`src/rtl/alu_io_pkg.sv`:
```
// Shared types for the ALU operand-entry block: data width, state encoding and LED mapping.
package alu_io_pkg;

    localparam int unsigned DATA_WIDTH = 16;

    typedef enum logic [1:0] {
        StWaitA  = 2'd0,
        StWaitB  = 2'd1,
        StWaitOp = 2'd2,
        StShow   = 2'd3
    } alu_state_e;

    // LED bit index equals the state encoding.
    function automatic logic [3:0] state_onehot(alu_state_e s);
        return 4'b0001 << s;
    endfunction

endpackage

```
`src/rtl/debouncer.sv`:
```
// Button conditioner: 2-flop synchronizer, stability counter and a registered one-cycle
// press pulse on each debounced rising level.
module debouncer #(
    parameter int unsigned DEBOUNCE_CYCLES = 1000000
) (
    input  logic clk,
    input  logic reset,
    input  logic btn,
    output logic press
);

    localparam int unsigned CntW = (DEBOUNCE_CYCLES > 1) ? $clog2(DEBOUNCE_CYCLES) : 1;
    localparam logic [CntW-1:0] CntMax = CntW'(DEBOUNCE_CYCLES - 1);

    logic            sync1;
    logic            sync2;
    logic [CntW-1:0] cnt;
    logic            level;
    logic            level_prev;

    always_ff @(posedge clk) begin
        if (reset) begin
            sync1      <= 1'b0;
            sync2      <= 1'b0;
            cnt        <= '0;
            level      <= 1'b0;
            level_prev <= 1'b0;
            press      <= 1'b0;
        end else begin
            sync1 <= btn;
            sync2 <= sync1;
            // Level flips only after DEBOUNCE_CYCLES consecutive mismatching cycles.
            if (sync2 != level) begin
                if (cnt == CntMax) begin
                    level <= ~level;
                    cnt   <= '0;
                end else begin
                    cnt <= cnt + CntW'(1);
                end
            end else begin
                cnt <= '0;
            end
            level_prev <= level;
            press      <= level & ~level_prev;
        end
    end

endmodule

```
`src/rtl/alu_input_fsm.sv`:
```
// Collects operand A, operand B and opcode from the switches on successive enter presses
// and presents them, fully registered, to the ALU.
module alu_input_fsm
    import alu_io_pkg::*;
#(
    parameter int unsigned DEBOUNCE_CYCLES = 1000000
) (
    input  logic                  clk,
    input  logic                  reset,
    input  logic [DATA_WIDTH-1:0] sw,
    input  logic                  btn_enter,
    input  logic                  btn_clear,
    output logic [DATA_WIDTH-1:0] a_out,
    output logic [DATA_WIDTH-1:0] b_out,
    output logic [DATA_WIDTH-1:0] op_out,
    output logic [3:0]            state_leds,
    output logic                  operands_valid
);

    alu_state_e state;
    logic       enter_press;
    logic       clear_press;

    debouncer #(
        .DEBOUNCE_CYCLES(DEBOUNCE_CYCLES)
    ) u_enter_db (
        .clk  (clk),
        .reset(reset),
        .btn  (btn_enter),
        .press(enter_press)
    );

    debouncer #(
        .DEBOUNCE_CYCLES(DEBOUNCE_CYCLES)
    ) u_clear_db (
        .clk  (clk),
        .reset(reset),
        .btn  (btn_clear),
        .press(clear_press)
    );

    always_ff @(posedge clk) begin
        // Clear outranks enter when both events land on the same edge.
        if (reset || clear_press) begin
            state          <= StWaitA;
            state_leds     <= state_onehot(StWaitA);
            a_out          <= '0;
            b_out          <= '0;
            op_out         <= '0;
            operands_valid <= 1'b0;
        end else if (enter_press) begin
            unique case (state)
                StWaitA: begin
                    a_out      <= sw;
                    state      <= StWaitB;
                    state_leds <= state_onehot(StWaitB);
                end
                StWaitB: begin
                    b_out      <= sw;
                    state      <= StWaitOp;
                    state_leds <= state_onehot(StWaitOp);
                end
                StWaitOp: begin
                    op_out         <= sw;
                    operands_valid <= 1'b1;
                    state          <= StShow;
                    state_leds     <= state_onehot(StShow);
                end
                StShow: begin
                    operands_valid <= 1'b0;
                    state          <= StWaitA;
                    state_leds     <= state_onehot(StWaitA);
                end
            endcase
        end
    end

endmodule
```
`config.mk`:
```
export PLATFORM = sky130hd
export DESIGN_NAME = alu_input_fsm
export DESIGN_NICKNAME = d
export VERILOG_FILES = /design/src/rtl/alu_io_pkg.sv /design/src/rtl/debouncer.sv /design/src/rtl/alu_input_fsm.sv
export SDC_FILE = /design/constraint.sdc
export NUM_CORES = 1
export LEC_CHECK = 0
export ABC_AREA = 1
export BUFFER_PORTS_ARGS = -buffer_cell sky130_fd_sc_hd__buf_4
export CAP_MARGIN = 20
export CORE_MARGIN = 4
export CORE_UTILIZATION = 30
export DETAILED_ROUTE_END_ITERATION = 10
export HOLD_SLACK_MARGIN = 0.08
export PLACE_DENSITY = 0.55
export SETUP_SLACK_MARGIN = 0.4
export SLEW_MARGIN = 20
export SYNTH_ARGS = -nofsm -noshare
export SYNTH_HDL_FRONTEND = slang
export SYNTH_HIERARCHICAL = 1
export SYNTH_SLANG_ARGS = --single-unit
export TNS_END_PERCENT = 50
```
`constraint.sdc`:
```
create_clock -name clk -period 1.5 [get_ports clk]
set_input_delay 0.225 -clock clk [delete_from_list [all_inputs] [get_ports clk]]
set_output_delay 0.225 -clock clk [all_outputs]
set_load 0.01 [all_outputs]
```
==> metrics.cfg <==
[timing]
worst_pin_slew_ns = 0.329
max-slew-margin-rel_pct = 78.1
finalHoldViolCount = 0
max_freq_mhz = 782
rsz0062_at_grt = yes
tns_ns = 0
holdWs_ns = 0.105
slew_violations = 0
min_period_over_period_pct = 85.2
clock_skew_ns = 0.0106
setup_viol = 0
period_needed_ns = 1.28

[critical_path]
startpoint_type = flip-flop
cp_num_buf_inv = 1
critPathCaptureType = flip-flop
cp_top_family = simple AND/OR/NAND/NOR gates
crit_arrival_ns = 1.51
cp_common_cell = nand2_4
path_cells = ha_4 -> nand2_4 -> inv_4 -> nand2_4 -> nor2_4 -> nand3_4 -> nand2_8 -> nor3_1
cp.required_ns = 1.73
cp_max_fo = 9
path_class = flip-flop to flip-flop
max_stage_delay_ns = 0.35
cp_slowest_cell = dfxtp_2

[detailed_routing]
first_pass_iters = 4
vias = 4196
drt-initial-drc-count = 260
wire_per_inst_um = 13.7
routed_wl_um = 12000
drc = 0
vias_per_cell = 4.77
ant_nets = 0

[cts]
clk_latency_ns = 0.35
clk_pin_slew_ns = 0.07
cts_tree = done
h-tree-depth = 3
root_buffer = clkbuf_16
numCtsBuffers = 9
cts.sinks = 105
clockBufferDepth = 2

[hold_path]
hold_path.class = input port to flip-flop

[finish]
syn_to_final_growth_pct = 39.5
drive_above_1_share_pct = 29.7
postLayoutCellArea_mm2 = 0.00622
antenna_cells = 0
nets = 720

[logic_synthesis]
synthAdderAreaFrac_pct = 2.53
synthMuxAreaShare_pct = 0
yosys.area_share.simple_pct = 31.8
ys_seq_elements = 105
synth_area_per_cell_um2 = 7.55
syn-num-nets = 619
synth_top_family_by_area = simple AND/OR/NAND/NOR gates
syn_area_mm2 = 0.00446
synth_cell_types = 26
syn_inst = 590
synth-xor-area-share_pct = 3.54
synth_sequential_area_ratio_pct = 47.2
synth_compound_area_share_pct = 8.48
yosys_warnings = 6

[global_routing]
groute.usage.overall_pct = 13.8
grt_max_degree = 44
grt_pass1_vias = 4002
grt_antenna_before_repair = 0
grt_pass1_wl_um = 18800
grt_overflow = 0

[status]
status = completed

[die]
die-width_um = 130
io_pins = 73
num_rows = 44
dieArea_mm2 = 0.0169
start_util_pct = 30.7
coreArea_mm2 = 0.0145
die_h_um = 130

[placement]
place_congestion = 0.849
hpwl_um = 7770
postPlaceCellArea_mm2 = 0.00524
port-buffer-count = 72

[pwr]
switchingPower_uw = 1130
power.internal_uw = 4130
powerDensity_mw_per_mm2 = 846
leakagePower_uw = 0.00223
p_seq_share_pct = 53.1
p_comb_share_pct = 2.6
pwr-share-clk_pct = 44.3
vdd_drop_max_v = 0.000631
sw_frac_of_total_pct = 21.4

[flow_run]
maxCapViolCount = 0

==> cells in the final DEF, fill, tap and decap left out, types with 2 or more instances in the layout <==
cell	n
buf_4	95
or2_0	2
nor2_4	11
buf_16	2
nand2_8	7
dfxtp_4	3
nor2_1	74
xor2_1	8
buf_6	3
nand2_4	8
buf_12	6
nand3_1	59
nor2_2	12
inv_4	3
nand2_1	125
a21oi_1	61
nor3_1	8
clkinvlp_4	2
inv_6	3
ha_4	5
ha_1	4
dfxtp_2	13
o21ai_0	3
nand3_2	8
and2_1	2
clkbuf_16	10
inv_1	31
nand3b_1	2
and2_4	2
nand4_1	6
nand3_4	2
o21bai_1	2
a21oi_2	6
xnor2_1	10
dfxtp_1	89
inv_2	3
==> per-stage QoR <==
stage | power, µW | instances | setup WS [ns] | util (%)
2_1_floorplan | 2900 | 590 | 0.210 | -
3_3_place_gp | 2970 | 828 | 0.147 | 36.1
3_5_place_dp | 2980 | 828 | 0.120 | 36.1
4_1_cts | 5330 | 861 | 0.201 | 40.7
5_1_grt | 5450 | 880 | 0.127 | 42.8
6_report | 5260 | 880 | 0.222 | 42.8
==> layout make-up <==
class / instances / area, µm²
multi-input combinational: 429 / 2450
tap: 184 / 230
clock inverter: 4 / 32.5
fill: 1475 / 8320
inverter: 38 / 155
timing repair buffer: 108 / 947
sequential: 105 / 2130
clock buffer: 12 / 268
==> kinds of logic (layout without fill, tap and decap cells) <==
kind of cell             after synthesis  in the layout
AO/OA/AOI/OAI                         73             73
XOR/XNOR                              18             18
adder cells (fa/ha/maj)                9              9
buffers and inverters                 60            162
flip-flops                           105            105
AND/OR/NAND/NOR                      325            329
==> flip-flops by register name (all words and copies together) (netlist names) <==
name / count
a_out: 16
u_enter_db/level: 1
b_out: 16
u_clear_db/cnt: 20
state: 2
u_enter_db/press: 1
op_out: 16
u_clear_db/level: 1
u_clear_db/press: 1
u_enter_db/sync2: 1
u_enter_db/level_prev: 1
u_clear_db/sync2: 1
state_leds: 4
operands_valid: 1
u_enter_db/cnt: 20
u_clear_db/level_prev: 1
u_enter_db/sync1: 1
u_clear_db/sync1: 1
==> synthesized netlist by cell type <==
| cell type | n | share of area [%] |
|---|---|---|
| or2_0 | 2 | 0.28 |
| nor3_1 | 8 | 0.90 |
| inv_2 | 3 | 0.25 |
| nand4_1 | 6 | 0.84 |
| nand2_4 | 2 | 0.51 |
| buf_4 | 5 | 0.84 |
| nand3b_1 | 2 | 0.34 |
| o21bai_1 | 2 | 0.34 |
| a21oi_1 | 65 | 7.3 |
| clkbuf_1 | 5 | 0.42 |
| nor2_1 | 91 | 7.7 |
| nand3_1 | 65 | 7.3 |
| nand3_2 | 4 | 0.90 |
| buf_2 | 7 | 0.79 |
| nand2_2 | 5 | 0.70 |
| and2_1 | 4 | 0.56 |
| xnor2_1 | 10 | 2.0 |
| xor2_1 | 8 | 1.6 |
| dfxtp_1 | 105 | 47 |
| nand2_1 | 130 | 11 |
| ha_1 | 9 | 2.5 |
| nor2_2 | 6 | 0.84 |
| o21ai_0 | 4 | 0.45 |
| inv_1 | 35 | 2.9 |
| a21oi_2 | 2 | 0.39 |
| buf_6 | 5 | 1.3 |
==> per-layer routing <==
| layer | track usage [%] | part of all wire [%] | vias to the layer above |
|---|---|---|---|
| li1 | - | - | 2114 |
| met2 | 23.1 | 48 | 104 |
| met3 | 3.81 | 6.7 | 21 |
| met5 | 0 | 0 | - |
| met1 | 17.2 | 44 | 1957 |
| met4 | 4.46 | 1.8 | 0 |
==> worst register-to-register path, stage by stage (launching register included) <==
cell and delay, ns:
dfxtp_2 0.35, ha_4 0.15, nand2_4 0.07, inv_4 0.07
nand2_4 0.05, nor2_4 0.11, nand3_4 0.17, nand2_8 0.14
nor3_1 0.05
==> power groups by stage <==
stage	registers, µW	clock network [µW]	logic (µW)
after floorplan	2860	0	46.2
after global placement	2860	0	117
after detailed placement	2860	0	119
after CTS	2790	2410	133
after global routing	2790	2510	149
final	2790	2330	136
==> worst paths after layout <==
check | start | end | slack, ns | cells past startpoint
setup / recovery | u_clear_db/cnt[0] | u_clear_db/cnt[10] | 0.22 | 8
hold / removal | btn_enter | u_enter_db/sync1 | 0.10 | 3
setup reg to reg | u_clear_db/cnt[0] | u_clear_db/cnt[10] | 0.22 | 8
hold reg to reg | u_enter_db/level_prev | u_enter_db/press | 0.39 | 1
==> timing repair <==
item / CTS / global route
hold buffers: 1 / 0
resized for setup: 41 / 41
setup endpoints to repair: 93 / 101
setup buffers: 13 / 16
cloned: 3 / 3
endpoints found under the hold margin: 1 / 0
pin swaps: 13 / 11
Power figures use the tool's default switching activity.
